$ cat src/rtl/wb_daq_dma_engine.sv
// N-channel DAQ write engine: round-robin arbitration of channel sample FIFOs
// into Wishbone incrementing bursts that fill per-channel circular buffers.
module wb_daq_dma_engine #(
  parameter int NUM_CH    = 4,
  parameter int DW        = 32,
  parameter int AW        = 32,
  parameter int LW        = 16,
  parameter int BURST_LEN = 4,
  parameter int MAX_RETRY = 7
) (
  input  logic                                            wb_clk,
  input  logic                                            wb_rst_n,
  input  logic                                            enable,
  input  logic [NUM_CH-1:0]                               ch_req,
  input  logic [NUM_CH*DW-1:0]                            ch_data,
  output logic [NUM_CH-1:0]                               ch_pop,
  input  logic [NUM_CH*AW-1:0]                            ch_base,
  input  logic [NUM_CH*LW-1:0]                            ch_len,
  input  logic [NUM_CH-1:0]                               ch_clear,
  output logic [NUM_CH-1:0]                               ch_wrap,
  output logic [NUM_CH-1:0]                               ch_err,
  output logic                                            busy,
  output logic [((NUM_CH > 1) ? $clog2(NUM_CH) : 1)-1:0] grant_sel,
  output logic [AW-1:0]                                   wb_adr_o,
  output logic [DW-1:0]                                   wb_dat_o,
  output logic [DW/8-1:0]                                 wb_sel_o,
  output logic                                            wb_we_o,
  output logic                                            wb_cyc_o,
  output logic                                            wb_stb_o,
  output logic [2:0]                                      wb_cti_o,
  output logic [1:0]                                      wb_bte_o,
  input  logic                                            wb_ack_i,
  input  logic                                            wb_err_i,
  input  logic                                            wb_rty_i
);
  localparam int GW = (NUM_CH > 1) ? $clog2(NUM_CH) : 1;
  localparam int BW = (BURST_LEN > 1) ? $clog2(BURST_LEN) : 1;
  localparam int RW = $clog2(MAX_RETRY + 1);

  typedef enum logic [1:0] {S_IDLE, S_ARB, S_XFER, S_RETRY} state_t;

  state_t            state;
  logic [GW-1:0]     rr_next;
  logic [BW-1:0]     beat;
  logic [RW-1:0]     retry_cnt;
  logic              cyc_q, stb_q;
  logic [LW-1:0]     ptr      [NUM_CH];
  logic [NUM_CH-1:0] clr_pend;

  logic [DW-1:0]     data_a   [NUM_CH];
  logic [AW-1:0]     base_a   [NUM_CH];
  logic [LW-1:0]     len_a    [NUM_CH];
  logic [NUM_CH-1:0] eligible, ch_active;
  logic              arb_found;
  logic [GW-1:0]     arb_idx;

  // NOTE: every combinational output gets a default before any conditional
  // assignment, so no path leaves a variable unassigned and no latch is inferred.
  always_comb begin
    eligible  = '0;
    ch_active = '0;
    for (int k = 0; k < NUM_CH; k++) begin
      data_a[k]    = ch_data[k*DW +: DW];
      base_a[k]    = ch_base[k*AW +: AW];
      len_a[k]     = ch_len[k*LW +: LW];
      eligible[k]  = ch_req[k] && (len_a[k] != '0);
      ch_active[k] = ((state == S_XFER) || (state == S_RETRY)) && (grant_sel == GW'(k));
    end
  end

  // Lowest eligible index at or above rr_next wins; otherwise wrap to the lowest.
  always_comb begin
    arb_found = 1'b0;
    arb_idx   = '0;
    for (int k = NUM_CH - 1; k >= 0; k--) begin
      if (eligible[k]) begin
        arb_found = 1'b1;
        arb_idx   = GW'(k);
      end
    end
    for (int k = NUM_CH - 1; k >= 0; k--) begin
      if (eligible[k] && (k >= int'(rr_next))) arb_idx = GW'(k);
    end
  end

  logic [LW-1:0] g_ptr, g_ptr_next;
  logic          g_at_end, last_beat, rty_exhausted;

  assign g_ptr         = ptr[grant_sel];
  assign g_at_end      = (g_ptr == len_a[grant_sel] - LW'(1));
  assign g_ptr_next    = g_at_end ? '0 : g_ptr + LW'(1);
  assign last_beat     = (beat == BW'(BURST_LEN - 1));
  assign rty_exhausted = (retry_cnt == RW'(MAX_RETRY - 1));

  assign busy     = (state != S_IDLE);
  assign wb_cyc_o = cyc_q;
  assign wb_stb_o = stb_q;
  assign wb_we_o  = cyc_q;
  assign wb_sel_o = {(DW/8){cyc_q}};
  assign wb_bte_o = 2'b00;
  assign wb_adr_o = cyc_q ? base_a[grant_sel] + AW'({g_ptr, 2'b00}) : '0;
  assign wb_dat_o = cyc_q ? data_a[grant_sel] : '0;
  assign wb_cti_o = (!cyc_q || (BURST_LEN == 1)) ? 3'b000 :
                    last_beat                    ? 3'b111 : 3'b010;

  // err takes precedence over ack, so an err+ack beat is never popped.
  always_comb begin
    ch_pop = '0;
    if ((state == S_XFER) && stb_q && wb_ack_i && !wb_err_i) ch_pop[grant_sel] = 1'b1;
  end

  // NOTE: all state here uses non-blocking assignments so every register
  // samples pre-edge values regardless of statement order.
  always_ff @(posedge wb_clk or negedge wb_rst_n) begin
    if (!wb_rst_n) begin
      state     <= S_IDLE;
      grant_sel <= '0;
      rr_next   <= '0;
      beat      <= '0;
      retry_cnt <= '0;
      cyc_q     <= 1'b0;
      stb_q     <= 1'b0;
      ch_err    <= '0;
      ch_wrap   <= '0;
      clr_pend  <= '0;
      // NOTE: the pointer table is a few flops rather than a RAM, so it is reset.
      for (int k = 0; k < NUM_CH; k++) ptr[k] <= '0;
    end else begin
      ch_wrap <= '0;
      case (state)
        S_IDLE: if (enable && (|eligible)) state <= S_ARB;
        S_ARB: begin
          if (enable && arb_found) begin
            grant_sel <= arb_idx;
            rr_next   <= (arb_idx == GW'(NUM_CH - 1)) ? '0 : arb_idx + GW'(1);
            beat      <= '0;
            retry_cnt <= '0;
            cyc_q     <= 1'b1;
            stb_q     <= 1'b1;
            state     <= S_XFER;
          end else begin
            state <= S_IDLE;
          end
        end
        S_XFER: begin
          if (wb_err_i || (wb_rty_i && !wb_ack_i && rty_exhausted)) begin
            cyc_q             <= 1'b0;
            stb_q             <= 1'b0;
            ch_err[grant_sel] <= 1'b1;
            state             <= S_IDLE;
          end else if (wb_ack_i) begin
            retry_cnt      <= '0;
            ptr[grant_sel] <= g_ptr_next;
            if (g_at_end) ch_wrap[grant_sel] <= 1'b1;
            if (last_beat) begin
              cyc_q <= 1'b0;
              stb_q <= 1'b0;
              state <= S_IDLE;
            end else begin
              beat <= beat + BW'(1);
            end
          end else if (wb_rty_i) begin
            stb_q     <= 1'b0;
            retry_cnt <= retry_cnt + RW'(1);
            state     <= S_RETRY;
          end
        end
        S_RETRY: begin
          stb_q <= 1'b1;
          state <= S_XFER;
        end
        default: state <= S_IDLE;
      endcase

      // A clear aimed at the channel mid-burst waits until that burst is over.
      for (int k = 0; k < NUM_CH; k++) begin
        if (ch_active[k]) begin
          if (ch_clear[k]) clr_pend[k] <= 1'b1;
        end else if (ch_clear[k] || clr_pend[k]) begin
          ptr[k]      <= '0;
          ch_err[k]   <= 1'b0;
          clr_pend[k] <= 1'b0;
        end
      end
    end
  end

endmodule

$ cat config.mk
export PLATFORM = sky130hd
export DESIGN_NAME = wb_daq_dma_engine
export DESIGN_NICKNAME = d
export VERILOG_FILES = /design/src/rtl/wb_daq_dma_engine.sv
export SDC_FILE = /design/constraint.sdc
export NUM_CORES = 1
export LEC_CHECK = 0
export ABC_AREA = 1
export ABC_CLOCK_PERIOD_IN_PS = 10200
export CAP_MARGIN = 20
export CORE_AREA = 2 2 163 165
export DETAILED_ROUTE_END_ITERATION = 12
export DIE_AREA = 0 0 165 167
export PLACE_DENSITY = 0.72
export SYNTH_ARGS = -nofsm -noshare
export SYNTH_HDL_FRONTEND = slang
export SYNTH_SLANG_ARGS = --single-unit
$ cat constraint.sdc
create_clock -name wb_clk -period 10.2 [get_ports wb_clk]
set_input_delay 1.02 -clock wb_clk [delete_from_list [all_inputs] [get_ports wb_clk]]
set_output_delay 1.02 -clock wb_clk [all_outputs]
set_load 0.02 [all_outputs]
=== Word-level counts from Yosys, hierarchy flattened ===
Index checks and enable logic that the tools add are counted.

* Register bits after elaboration: 89
* Output and inout port bits: 91
* Logic and storage cells: 206

* Add/subtract/negate cells: 6
* Order comparisons: 7
* Equal/unequal tests: 24
* Mux-type cells: 98
* Bitwise operators: 2
* Reduce and logical (&&, ||, !) cells: 52

{| class="wikitable"
|+ Operators by type and width
! kind !! count
|-
| $mux W16 || 14
|-
| $mux W32 || 6
|-
| $mux W64 || 3
|-
| $bmux W32 S2 || 2
|-
| $bmux W16 S2 || 2
|-
| $bwmux W64 || 1
|-
| $reduce_bool A16 Y1 || 4
|-
| $mux W2 || 18
|-
| $add A32 B18 Y32 || 1
|-
| $demux W16 S2 || 1
|-
| $mux W1 || 32
|-
| $mux W4 || 7
|-
| $logic_and A1 B1 Y1 || 20
|-
| $mux W3 || 6
|-
| $ne A2 B2 Y1 const B || 9
|-
| $add A16 B1 Y16 const B || 1
|-
| $eq A16 B16 Y1 || 1
|-
| $sub A16 B1 Y16 const B || 1
|-
| $eq A2 B2 Y1 const B || 6
|-
| $reduce_and A4 Y1 || 3
|-
| $reduce_bool A2 Y1 || 6
|-
| $reduce_and A2 Y1 || 5
|-
| $ne A4 B3 Y1 const B || 2
|-
| $pmux W2 S4 || 1
|-
| 26 further kinds || 37
|}

=== Depth between registers and ports, before layout ===
Gate-level depths: netlist of the first run.

* Depth in word-level cells: 13
* Mapped depth: 26
* Gate-level depth less buffers: 23

=== Worst setup path after synthesis of the first run ===
Ideal clock, no wire load.

* Path kind: register -> output
* From: register grant_sel[0] (netlist bit)
* To: output port wb_adr_o[28]
* Arrival time: 4.030 ns
* Required time: 9.180 ns
* Slack: 5.150 ns
* Cell stages (with the launch flop): 23
* Buffers on the path: 5
* Cell sequence: dfrtp_1 buf_4 nor2_1 buf_2 buf_2 buf_2 buf_1 a22oi_1 nand3_1 ha_1 inv_1 fa_1 nor2_1 o21ai_0 a21oi_1 a21boi_0 o21ai_0 nand2_1 nand2_1 inv_1 nor3_1 nor2_1 nor2_1

* Longest elaborated chain between the ends: 6

{| class="wikitable"
|+ RTL lines
! element !! line !! text
|-
| start: declaration || 23 || <nowiki>output logic [((NUM_CH > 1) ? $clog2(NUM_CH) : 1)-1:0] grant_sel,</nowiki>
|-
| start signal: assignment || 134 || <nowiki>grant_sel <= arb_idx;</nowiki>
|-
| $not A2 Y3 (not written as such) * || 89, 101 ||
|-
| $bmux W32 S2 or $bmux W16 S2 (tied branches) || 101, 89 ||
|-
| $mux W32 (not written as such) or $mux W16 (tied branches) (2 in series) || 101, 89 ||
|-
| $add A32 B18 Y32 * || 101 || <nowiki>assign wb_adr_o = cyc_q ? base_a[grant_sel] + AW'({g_ptr, 2'b00}) : '0;</nowiki>
|-
| $mux W32 * || 101 ||
|-
| end: declaration || 24 || <nowiki>output logic [AW-1:0] wb_adr_o,</nowiki>
|}

Mark *: on every way between the ends. The rest lies on a longest branch, timed or not. The select of a mux whose other input is x is not followed.

=== Final worst setup path of the first run ===
* From: register grant_sel[0] (netlist bit)
* To: output port wb_adr_o[24]

Same word-level chain as after synthesis.

==> impl_metrics.prom, run 1 <==
# TYPE chip_impl_metric gauge
chip_impl_metric{name="postSynthCellCount",unit=""} 1460
chip_impl_metric{name="hpwl_reported_at_the_end_of_detailed_placement",unit="um"} 36800
chip_impl_metric{name="fin_cells",unit=""} 2174
chip_impl_metric{name="vias",unit=""} 12000
chip_impl_metric{name="layout-drive-gt1-share",unit=""} 0.0845
chip_impl_metric{name="totalNegativeSetupSlack",unit="ps"} 0
chip_impl_metric{name="placement_setup_slack",unit="ps"} 4200
chip_impl_metric{name="placementRows",unit=""} 59
chip_impl_metric{name="fin_nets",unit=""} 2185
chip_impl_metric{name="postCtsHoldBufs",unit=""} 0
chip_impl_metric{name="yosys_warnings",unit=""} 0
chip_impl_metric{name="timing.final.crit_share",unit=""} 0.637
chip_impl_metric{name="grt-ovfl-total",unit=""} 0
chip_impl_metric{name="actual_transition_at_the_worst_max_transition_pin",unit="ps"} 1000
chip_impl_metric{name="post_cts.resized_instances",unit=""} 0
chip_impl_metric{name="fillers",unit=""} 2547
chip_impl_info{name="post_synth_top_flop",value="sky130_fd_sc_hd__dfrtp_1"} 1
chip_impl_metric{name="post_cts.repair.setup_buffers",unit=""} 0
chip_impl_metric{name="drt-pass1-iter-count",unit=""} 6
chip_impl_metric{name="synth_seq_area_share",unit=""} 0.237
chip_impl_metric{name="pwr_density_cell",unit="mW/mm2"} 306
chip_impl_metric{name="yosys.area.top_type_share",unit=""} 0.237
chip_impl_info{name="clock_tree_from_tritoncts",value="yes"} 1
chip_impl_info{name="criticalPathCategory",value="reg2out"} 1
chip_impl_metric{name="comb_power_share",unit=""} 0.826
chip_impl_metric{name="first_global_vias",unit=""} 11300
chip_impl_metric{name="clock_sink_count",unit=""} 89
chip_impl_metric{name="final_max_slew_viol_count",unit=""} 0
chip_impl_metric{name="cell_int_power",unit="mW"} 1.80
chip_impl_info{name="layout.cells.most_common",value="sky130_fd_sc_hd__clkdlybuf4s50_1"} 1
chip_impl_metric{name="worst_slack",unit="ps"} 3710
chip_impl_info{name="timing.critical_path.from",value="grant_sel[0]"} 1
chip_impl_info{name="ys_top_cells_by_area",value="sky130_fd_sc_hd__dfrtp_1 24%, sky130_fd_sc_hd__nand2_1 15%, sky130_fd_sc_hd__a22oi_1 7.9%"} 1
chip_impl_metric{name="numPlacedInstances",unit=""} 2152
chip_impl_metric{name="cp.arrival",unit="ps"} 5470
chip_impl_metric{name="wire_length_of_the_first_global_routing_pass",unit="um"} 68100
chip_impl_metric{name="pin_count",unit=""} 425
chip_impl_metric{name="timing.critical_path.required",unit="ps"} 9180
chip_impl_metric{name="fin_util",unit=""} 0.546
chip_impl_metric{name="final-setup-viol-count",unit=""} 0
chip_impl_metric{name="synth-edff-count",unit=""} 0
chip_impl_metric{name="power_leakage",unit="nW"} 6.12
chip_impl_metric{name="antenna_left",unit=""} 0
chip_impl_metric{name="depth_of_the_cts_h_tree",unit=""} 3
chip_impl_metric{name="die_area",unit="mm2"} 0.0276
chip_impl_metric{name="drt-total-wl",unit="um"} 46500
chip_impl_metric{name="port_buffers",unit=""} 422
chip_impl_metric{name="avgSynthCellArea",unit="um2"} 6.45
chip_impl_info{name="startpoint_type",value="flop"} 1
chip_impl_metric{name="r2r.worst_path.cells",unit=""} 21
chip_impl_metric{name="power.share.sequential",unit=""} 0.097
chip_impl_metric{name="timing.fmax",unit="MHz"} 154
chip_impl_metric{name="floorplan.initialDensity",unit=""} 0.365
chip_impl_metric{name="number_of_vias_per_cell_after_detailed_routing",unit=""} 5.50
chip_impl_metric{name="max-clock-path-buffers",unit=""} 2
chip_impl_metric{name="post_synth_cell_types",unit=""} 57
chip_impl_info{name="end_kind",value="output pin"} 1
chip_impl_metric{name="grt_usage",unit=""} 0.327
chip_impl_metric{name="period_needed",unit="ps"} 6490
chip_impl_metric{name="die_w",unit="um"} 165
chip_impl_info{name="run_status",value="completed"} 1
chip_impl_metric{name="placeable_core_region",unit="mm2"} 0.0258
chip_impl_info{name="yosysTopAreaCell",value="sky130_fd_sc_hd__dfrtp_1"} 1
chip_impl_metric{name="power.clock.fraction",unit=""} 0.077
chip_impl_metric{name="timing.critical_path.fanout_max",unit=""} 53
chip_impl_info{name="timing.hold.worst.class",value="in2async"} 1
chip_impl_metric{name="slew-limit-headroom",unit=""} 0.331
chip_impl_metric{name="finalClockSkew",unit="ps"} 14.3
chip_impl_metric{name="area_added_between_synthesis_and_finish",unit="%"} 49.5
chip_impl_info{name="clock_tree_root",value="sky130_fd_sc_hd__clkbuf_16"} 1
chip_impl_metric{name="total_power",unit="mW"} 4.31
chip_impl_info{name="r2r_start",value="grant_sel[1]"} 1
chip_impl_metric{name="clk_pin_slew_worst_paths",unit="ps"} 70
chip_impl_metric{name="maxCapViolCount",unit=""} 0
chip_impl_metric{name="route.detailed.wl_per_inst",unit="um"} 21.4
chip_impl_metric{name="power.share.switching",unit=""} 0.582
chip_impl_metric{name="floorplan.die.height",unit="um"} 167
chip_impl_metric{name="synthArstFlopShare",unit=""} 1.00
chip_impl_metric{name="clk-insertion-delay-late",unit="ps"} 360
chip_impl_metric{name="synthesis.area",unit="mm2"} 0.00941
chip_impl_metric{name="gp_routability_congestion",unit=""} 0.990
chip_impl_info{name="unrepaired_setup_endpoints_after_global_routing",value="no"} 1
chip_impl_metric{name="drt_iter0_drc",unit=""} 1089
chip_impl_metric{name="switching_power",unit="mW"} 2.51
chip_impl_metric{name="antenna_found_initial",unit=""} 7
chip_impl_metric{name="number_of_remaining_drc_errors",unit=""} 0
chip_impl_metric{name="postSynthRegisterBits",unit=""} 89
chip_impl_metric{name="grt_start_max_net_pins",unit=""} 82
chip_impl_info{name="final_cell_mix",value="421 x sky130_fd_sc_hd__clkdlybuf4s50_1, 372 x sky130_fd_sc_hd__nand2_1, 147 x sky130_fd_sc_hd__nor2_1"} 1
chip_impl_metric{name="report.final.hold_viol_count",unit=""} 0
chip_impl_metric{name="numCtsBuffers",unit=""} 9
chip_impl_metric{name="ir_drop_worst_case_vdd",unit="V"} 0.000167
[metrics by stage]
step	area (um2)	hold slack (ps)
4_1_cts	14000	471
3_5_place_dp	13700	483
2_1_floorplan	9420	457
3_3_place_gp	13700	476
5_1_grt	14100	471
6_report	14100	471
[state kept, by name, summed over array words and instances (netlist names)]
name	cells
beat	2
ch_err	4
ch_wrap	4
clr_pend	4
grant_sel	2
ptr	64
retry_cnt	3
rr_next	2
state	2
wb_cyc_o	1
wb_stb_o	1
[synthesized netlist by cell type (11+ instances only)]
cell type / n
sky130_fd_sc_hd__a221oi_1: 11
sky130_fd_sc_hd__nor2_2: 14
sky130_fd_sc_hd__a22oi_1: 99
sky130_fd_sc_hd__buf_2: 17
sky130_fd_sc_hd__dfrtp_1: 89
sky130_fd_sc_hd__ha_1: 21
sky130_fd_sc_hd__a21oi_1: 100
sky130_fd_sc_hd__nand3_1: 102
sky130_fd_sc_hd__nor3_1: 18
sky130_fd_sc_hd__nor2_1: 152
sky130_fd_sc_hd__nand4_1: 14
sky130_fd_sc_hd__buf_4: 13
sky130_fd_sc_hd__inv_1: 99
sky130_fd_sc_hd__nand2_1: 372
sky130_fd_sc_hd__clkbuf_1: 37
sky130_fd_sc_hd__inv_2: 13
sky130_fd_sc_hd__nor4_1: 12
sky130_fd_sc_hd__a21oi_2: 41
sky130_fd_sc_hd__o21ai_0: 117
[final timing paths]
path	to	slack [ps]
hold / removal	retry_cnt[2]	470
setup / recovery	wb_adr_o[24]	3710
min in group wb_clk	clr_pend[3]	500
max in group asynchronous	ptr[44]	8760
setup reg to reg	ptr[31]	6210
hold reg to reg	clr_pend[3]	500
[layout make-up]
cell class	count	area, um2	share of cell area
diodes	5	12.5	0.000889
clock buffers	11	243	0.0172
inverters	115	434	0.0308
multi-input cells	1176	6330	0.450
flip-flops and latches	89	2230	0.158
repair buffers	438	4360	0.310
clock inverters	5	45.0	0.00320
well taps	335	419	0.0298
[worst max-delay path, cell delays in order (launching register included)]
cell and delay, ps:
sky130_fd_sc_hd__dfrtp_2 360, sky130_fd_sc_hd__buf_4 470, sky130_fd_sc_hd__nand2_4 290, sky130_fd_sc_hd__inv_2 390
sky130_fd_sc_hd__nand2_1 90, sky130_fd_sc_hd__nand2_1 80, sky130_fd_sc_hd__nor2_1 90, sky130_fd_sc_hd__inv_1 130
sky130_fd_sc_hd__ha_1 190, sky130_fd_sc_hd__inv_1 60, sky130_fd_sc_hd__fa_1 430, sky130_fd_sc_hd__nor2_1 110
sky130_fd_sc_hd__o21ai_0 100, sky130_fd_sc_hd__a21oi_1 170, sky130_fd_sc_hd__a21boi_0 150, sky130_fd_sc_hd__o21ai_0 390
sky130_fd_sc_hd__nand2_1 90, sky130_fd_sc_hd__nand2_1 270, sky130_fd_sc_hd__inv_1 90, sky130_fd_sc_hd__nor2_1 140
sky130_fd_sc_hd__o21ai_0 90, sky130_fd_sc_hd__a21oi_1 240, sky130_fd_sc_hd__clkdlybuf4s50_1 670
[layer usage]
metal / global-route usage / part of all wire / vias up
met5: 0 / 0.00049 / -
met2: 0.513 / 0.46 / 568
met1: 0.433 / 0.42 / 5591
met3: 0.0864 / 0.098 / 80
met4: 0.111 / 0.030 / 4
li1: - / - / 5723
[power by group through the flow]
stage          clock, mW  sequential (mW)  combinational, mW
2_1_floorplan          0            0.433               2.22
3_3_place_gp           0            0.421               3.48
3_5_place_dp           0            0.423               3.50
4_1_cts            0.334            0.416               3.52
5_1_grt            0.347            0.421               3.85
6_report           0.333            0.417               3.56
[cells by family after synthesis]
group	count (synthesis)	synth area share
other	1	0.000398
adders and majority gates	22	0.0300
xor gates and xnor gates	13	0.0121
and+or+nand+nor	739	0.358
buffers and inverters	196	0.0948
DFF	89	0.237
AOI/OAI and AO/OA	400	0.268
(Power assumes the default switching activity.)
==> inputs of run 2 (changes only) <==
--- a/config.mk
+++ b/config.mk
@@ -6,12 +6,12 @@
 export NUM_CORES = 1
 export LEC_CHECK = 0
 export ABC_AREA = 1
-export ABC_CLOCK_PERIOD_IN_PS = 10200
+export ABC_CLOCK_PERIOD_IN_PS = 6300
 export CAP_MARGIN = 20
-export CORE_AREA = 2 2 163 165
+export CORE_AREA = 2 2 165 167
 export DETAILED_ROUTE_END_ITERATION = 12
-export DIE_AREA = 0 0 165 167
-export PLACE_DENSITY = 0.72
+export DIE_AREA = 0 0 167 169
+export PLACE_DENSITY = 0.7
 export SYNTH_ARGS = -nofsm -noshare
 export SYNTH_HDL_FRONTEND = slang
 export SYNTH_SLANG_ARGS = --single-unit
==> constraint.sdc (replaced) <==
create_clock -name wb_clk -period 6.3 [get_ports wb_clk]
set_input_delay 0.63 -clock wb_clk [delete_from_list [all_inputs] [get_ports wb_clk]]
set_output_delay 0.63 -clock wb_clk [all_outputs]
set_load 0.02 [all_outputs]
==> run 2 against run 1 <==
- non-clock buffer count grew 4
- power grew 63%
- critical endpoint is now wb_adr_o[28]
- highest routed layer unchanged
- final area grew 0.36%
- core utilization shrank 1.3 points
- largest power group unchanged
- clock-buffer cell count shrank 2
- critical path type unchanged
==> impl_metrics.prom, run 2 (same netlist as run 1, synthesis figures left out) <==
# TYPE chip_impl_metric gauge
chip_impl_metric{name="worst_slack",unit="ps"} 351
chip_impl_info{name="layout.cells.most_common",value="sky130_fd_sc_hd__clkdlybuf4s50_1"} 1
chip_impl_metric{name="period_needed",unit="ps"} 5950
chip_impl_metric{name="timing.critical_path.fanout_max",unit=""} 17
chip_impl_info{name="unrepaired_setup_endpoints_after_global_routing",value="no"} 1
chip_impl_info{name="timing.hold.worst.class",value="in2async"} 1
chip_impl_metric{name="total_power",unit="mW"} 7.04
chip_impl_metric{name="clk-insertion-delay-late",unit="ps"} 350
chip_impl_metric{name="actual_transition_at_the_worst_max_transition_pin",unit="ps"} 942
chip_impl_metric{name="final_cell_area",unit="mm2"} 0.0141
chip_impl_metric{name="floorplan.die.height",unit="um"} 169
chip_impl_metric{name="finalClockSkew",unit="ps"} 7.26
chip_impl_metric{name="grt-ovfl-total",unit=""} 0
chip_impl_metric{name="port_buffers",unit=""} 422
chip_impl_info{name="criticalPathCategory",value="reg2out"} 1
chip_impl_metric{name="post_dp_cell_area",unit="mm2"} 0.0138
chip_impl_metric{name="numCtsBuffers",unit=""} 9
chip_impl_metric{name="drt-total-wl",unit="um"} 45800
chip_impl_metric{name="route.detailed.wl_per_inst",unit="um"} 21.0
chip_impl_metric{name="fin_cells",unit=""} 2180
chip_impl_info{name="end_kind",value="output pin"} 1
chip_impl_info{name="largest-register",value="ptr"} 1
chip_impl_metric{name="vias",unit=""} 12100
chip_impl_metric{name="grt_usage",unit=""} 0.309
chip_impl_metric{name="final-setup-viol-count",unit=""} 0
chip_impl_metric{name="fin_util",unit=""} 0.533
chip_impl_metric{name="number_of_vias_per_cell_after_detailed_routing",unit=""} 5.55
chip_impl_metric{name="clk_pin_slew_worst_paths",unit="ps"} 70
chip_impl_info{name="clock_tree_root",value="sky130_fd_sc_hd__clkbuf_16"} 1
chip_impl_metric{name="drt-pass1-iter-count",unit=""} 5
chip_impl_metric{name="fillers",unit=""} 2605
chip_impl_info{name="clock_tree_from_tritoncts",value="yes"} 1
chip_impl_metric{name="comb_power_share",unit=""} 0.815
chip_impl_metric{name="sequential_cell_area",unit="mm2"} 0.00223
chip_impl_metric{name="slew-limit-headroom",unit=""} 0.372
chip_impl_metric{name="totalNegativeSetupSlack",unit="ps"} 0
chip_impl_info{name="run_status",value="completed"} 1
chip_impl_metric{name="ir_drop_worst_case_vdd",unit="V"} 0.000308
chip_impl_metric{name="maxCapViolCount",unit=""} 0
chip_impl_metric{name="placeable_core_region",unit="mm2"} 0.0265
chip_impl_metric{name="report.final.hold_viol_count",unit=""} 0
chip_impl_metric{name="tightest_hold_margin",unit="ps"} 257
chip_impl_metric{name="depth_of_the_cts_h_tree",unit=""} 3
chip_impl_metric{name="numPlacedInstances",unit=""} 2161
chip_impl_info{name="worst_path_max_delay_cell",value="sky130_fd_sc_hd__clkdlybuf4s50_1"} 1
chip_impl_metric{name="first_global_vias",unit=""} 11300
chip_impl_metric{name="power.share.sequential",unit=""} 0.099
chip_impl_metric{name="post_cts.resized_instances",unit=""} 0
chip_impl_metric{name="fin_nets",unit=""} 2189
chip_impl_metric{name="die_area",unit="mm2"} 0.0282
chip_impl_metric{name="power.share.switching",unit=""} 0.573
chip_impl_metric{name="timing.final.crit_share",unit=""} 0.944
chip_impl_metric{name="gp_routability_congestion",unit=""} 0.979
chip_impl_metric{name="floorplan.initialDensity",unit=""} 0.355
chip_impl_metric{name="clock_sink_count",unit=""} 89
chip_impl_metric{name="wire_length_of_the_first_global_routing_pass",unit="um"} 68100
chip_impl_metric{name="cp.arrival",unit="ps"} 5320
chip_impl_metric{name="power.clock.fraction",unit=""} 0.087
chip_impl_info{name="final_cell_mix",value="421 x sky130_fd_sc_hd__clkdlybuf4s50_1, 372 x sky130_fd_sc_hd__nand2_1, 147 x sky130_fd_sc_hd__nor2_1"} 1
chip_impl_metric{name="multiInputGateArea",unit="mm2"} 0.00633
chip_impl_metric{name="layout-drive-gt1-share",unit=""} 0.0871
chip_impl_metric{name="cell_int_power",unit="mW"} 3.01
chip_impl_metric{name="timing.critical_path.required",unit="ps"} 5670
chip_impl_metric{name="cp_slowest_stage_delay",unit="ps"} 670
chip_impl_metric{name="placementRows",unit=""} 60
chip_impl_metric{name="final_max_slew_viol_count",unit=""} 0
chip_impl_metric{name="drt_iter0_drc",unit=""} 1193
chip_impl_metric{name="postCtsHoldBufs",unit=""} 0
chip_impl_metric{name="switching_power",unit="mW"} 4.03
chip_impl_metric{name="die_w",unit="um"} 167
chip_impl_metric{name="power_leakage",unit="nW"} 6.15
chip_impl_metric{name="hpwl_reported_at_the_end_of_detailed_placement",unit="um"} 36400
chip_impl_metric{name="timing.fmax",unit="MHz"} 168
chip_impl_metric{name="antenna_found_initial",unit=""} 3
chip_impl_metric{name="max-clock-path-buffers",unit=""} 2
chip_impl_metric{name="post_cts.repair.setup_buffers",unit=""} 0
chip_impl_metric{name="number_of_remaining_drc_errors",unit=""} 0
chip_impl_info{name="startpoint_type",value="flop"} 1
chip_impl_metric{name="largest_register_ff_count",unit=""} 64
chip_impl_metric{name="grt_start_max_net_pins",unit=""} 54
chip_impl_metric{name="placement_setup_slack",unit="ps"} 819
chip_impl_metric{name="area_added_between_synthesis_and_finish",unit="%"} 50.1
chip_impl_metric{name="antenna_left",unit=""} 0
chip_impl_metric{name="pwr_density_cell",unit="mW/mm2"} 498
chip_impl_info{name="critical_path.cell_chain",value="nand2_4 > inv_2 > nand2_1 > nand2_1 > nor2_1 > inv_1 > ha_1 > inv_1 > fa_1 > nor2_1 > o21ai_0 > a21oi_1 > a21boi_0 > o21ai_0 > nand2_1 > nand2_1 > inv_1 > nor3_1 > nor2_1 > nor2_1 > clkdlybuf4s50_1"} 1
chip_impl_metric{name="pin_count",unit=""} 425
run 2: cell types whose count changed in the layout (fill, tap and decap cells not counted), sizes merged:
cell	delta
buf	+4
inv	+2
clkinvlp	-1
diode	-4
clkinv	-1
clkbuf	-2
bufinv	+2
run 2: worst max-delay path, delay by kind of cell (launching register included):
kind,cells,cell delay (ps)
and+or+nand+nor,10,1550
buffers and inverters,5,1270
AOI/OAI and AO/OA,4,920
DFF,1,620
adders and majority gates,2,600
run 2: worst paths after layout:
check                           slack (ps)      endpoint  cells past startpoint          from
worst max-delay path                   350  wb_adr_o[28]                     21  grant_sel[1]
worst min-delay path                   260  retry_cnt[1]                      1      wb_rst_n
worst max register to register        2280       ptr[15]                     19  grant_sel[1]
worst min register to register         500     ch_err[3]                      1     ch_err[3]
max in group asynchronous             4900  grant_sel[0]                      2      wb_rst_n
min in group wb_clk                    500     ch_err[3]                      1     ch_err[3]
run 2: layout make-up:
cell class,count,share of cell area
multi-input cells,1176,0.448
repair buffers,442,0.309
flip-flops and latches,89,0.158
inverters,115,0.0307
well taps,341,0.0302
clock buffers,9,0.0159
clock inverters,7,0.00753
diodes,1,0.000177
run 2: metal layers:
layer	global-route usage	up-vias	share of wire
li1	-	5724	-
met1	0.404	5739	0.41
met2	0.535	562	0.48
met3	0.0512	74	0.080
met4	0.0742	2	0.024
met5	0	-	0.00028
run 2: power groups by stage:
stage / clock, mW / combinational [mW] / sequential [mW]
finish: 0.611 / 5.74 / 0.695
global route: 0.634 / 6.17 / 0.704
CTS: 0.612 / 5.65 / 0.693
detailed placement: 0 / 5.62 / 0.704
global placement: 0 / 5.57 / 0.700
floorplan: 0 / 3.60 / 0.702
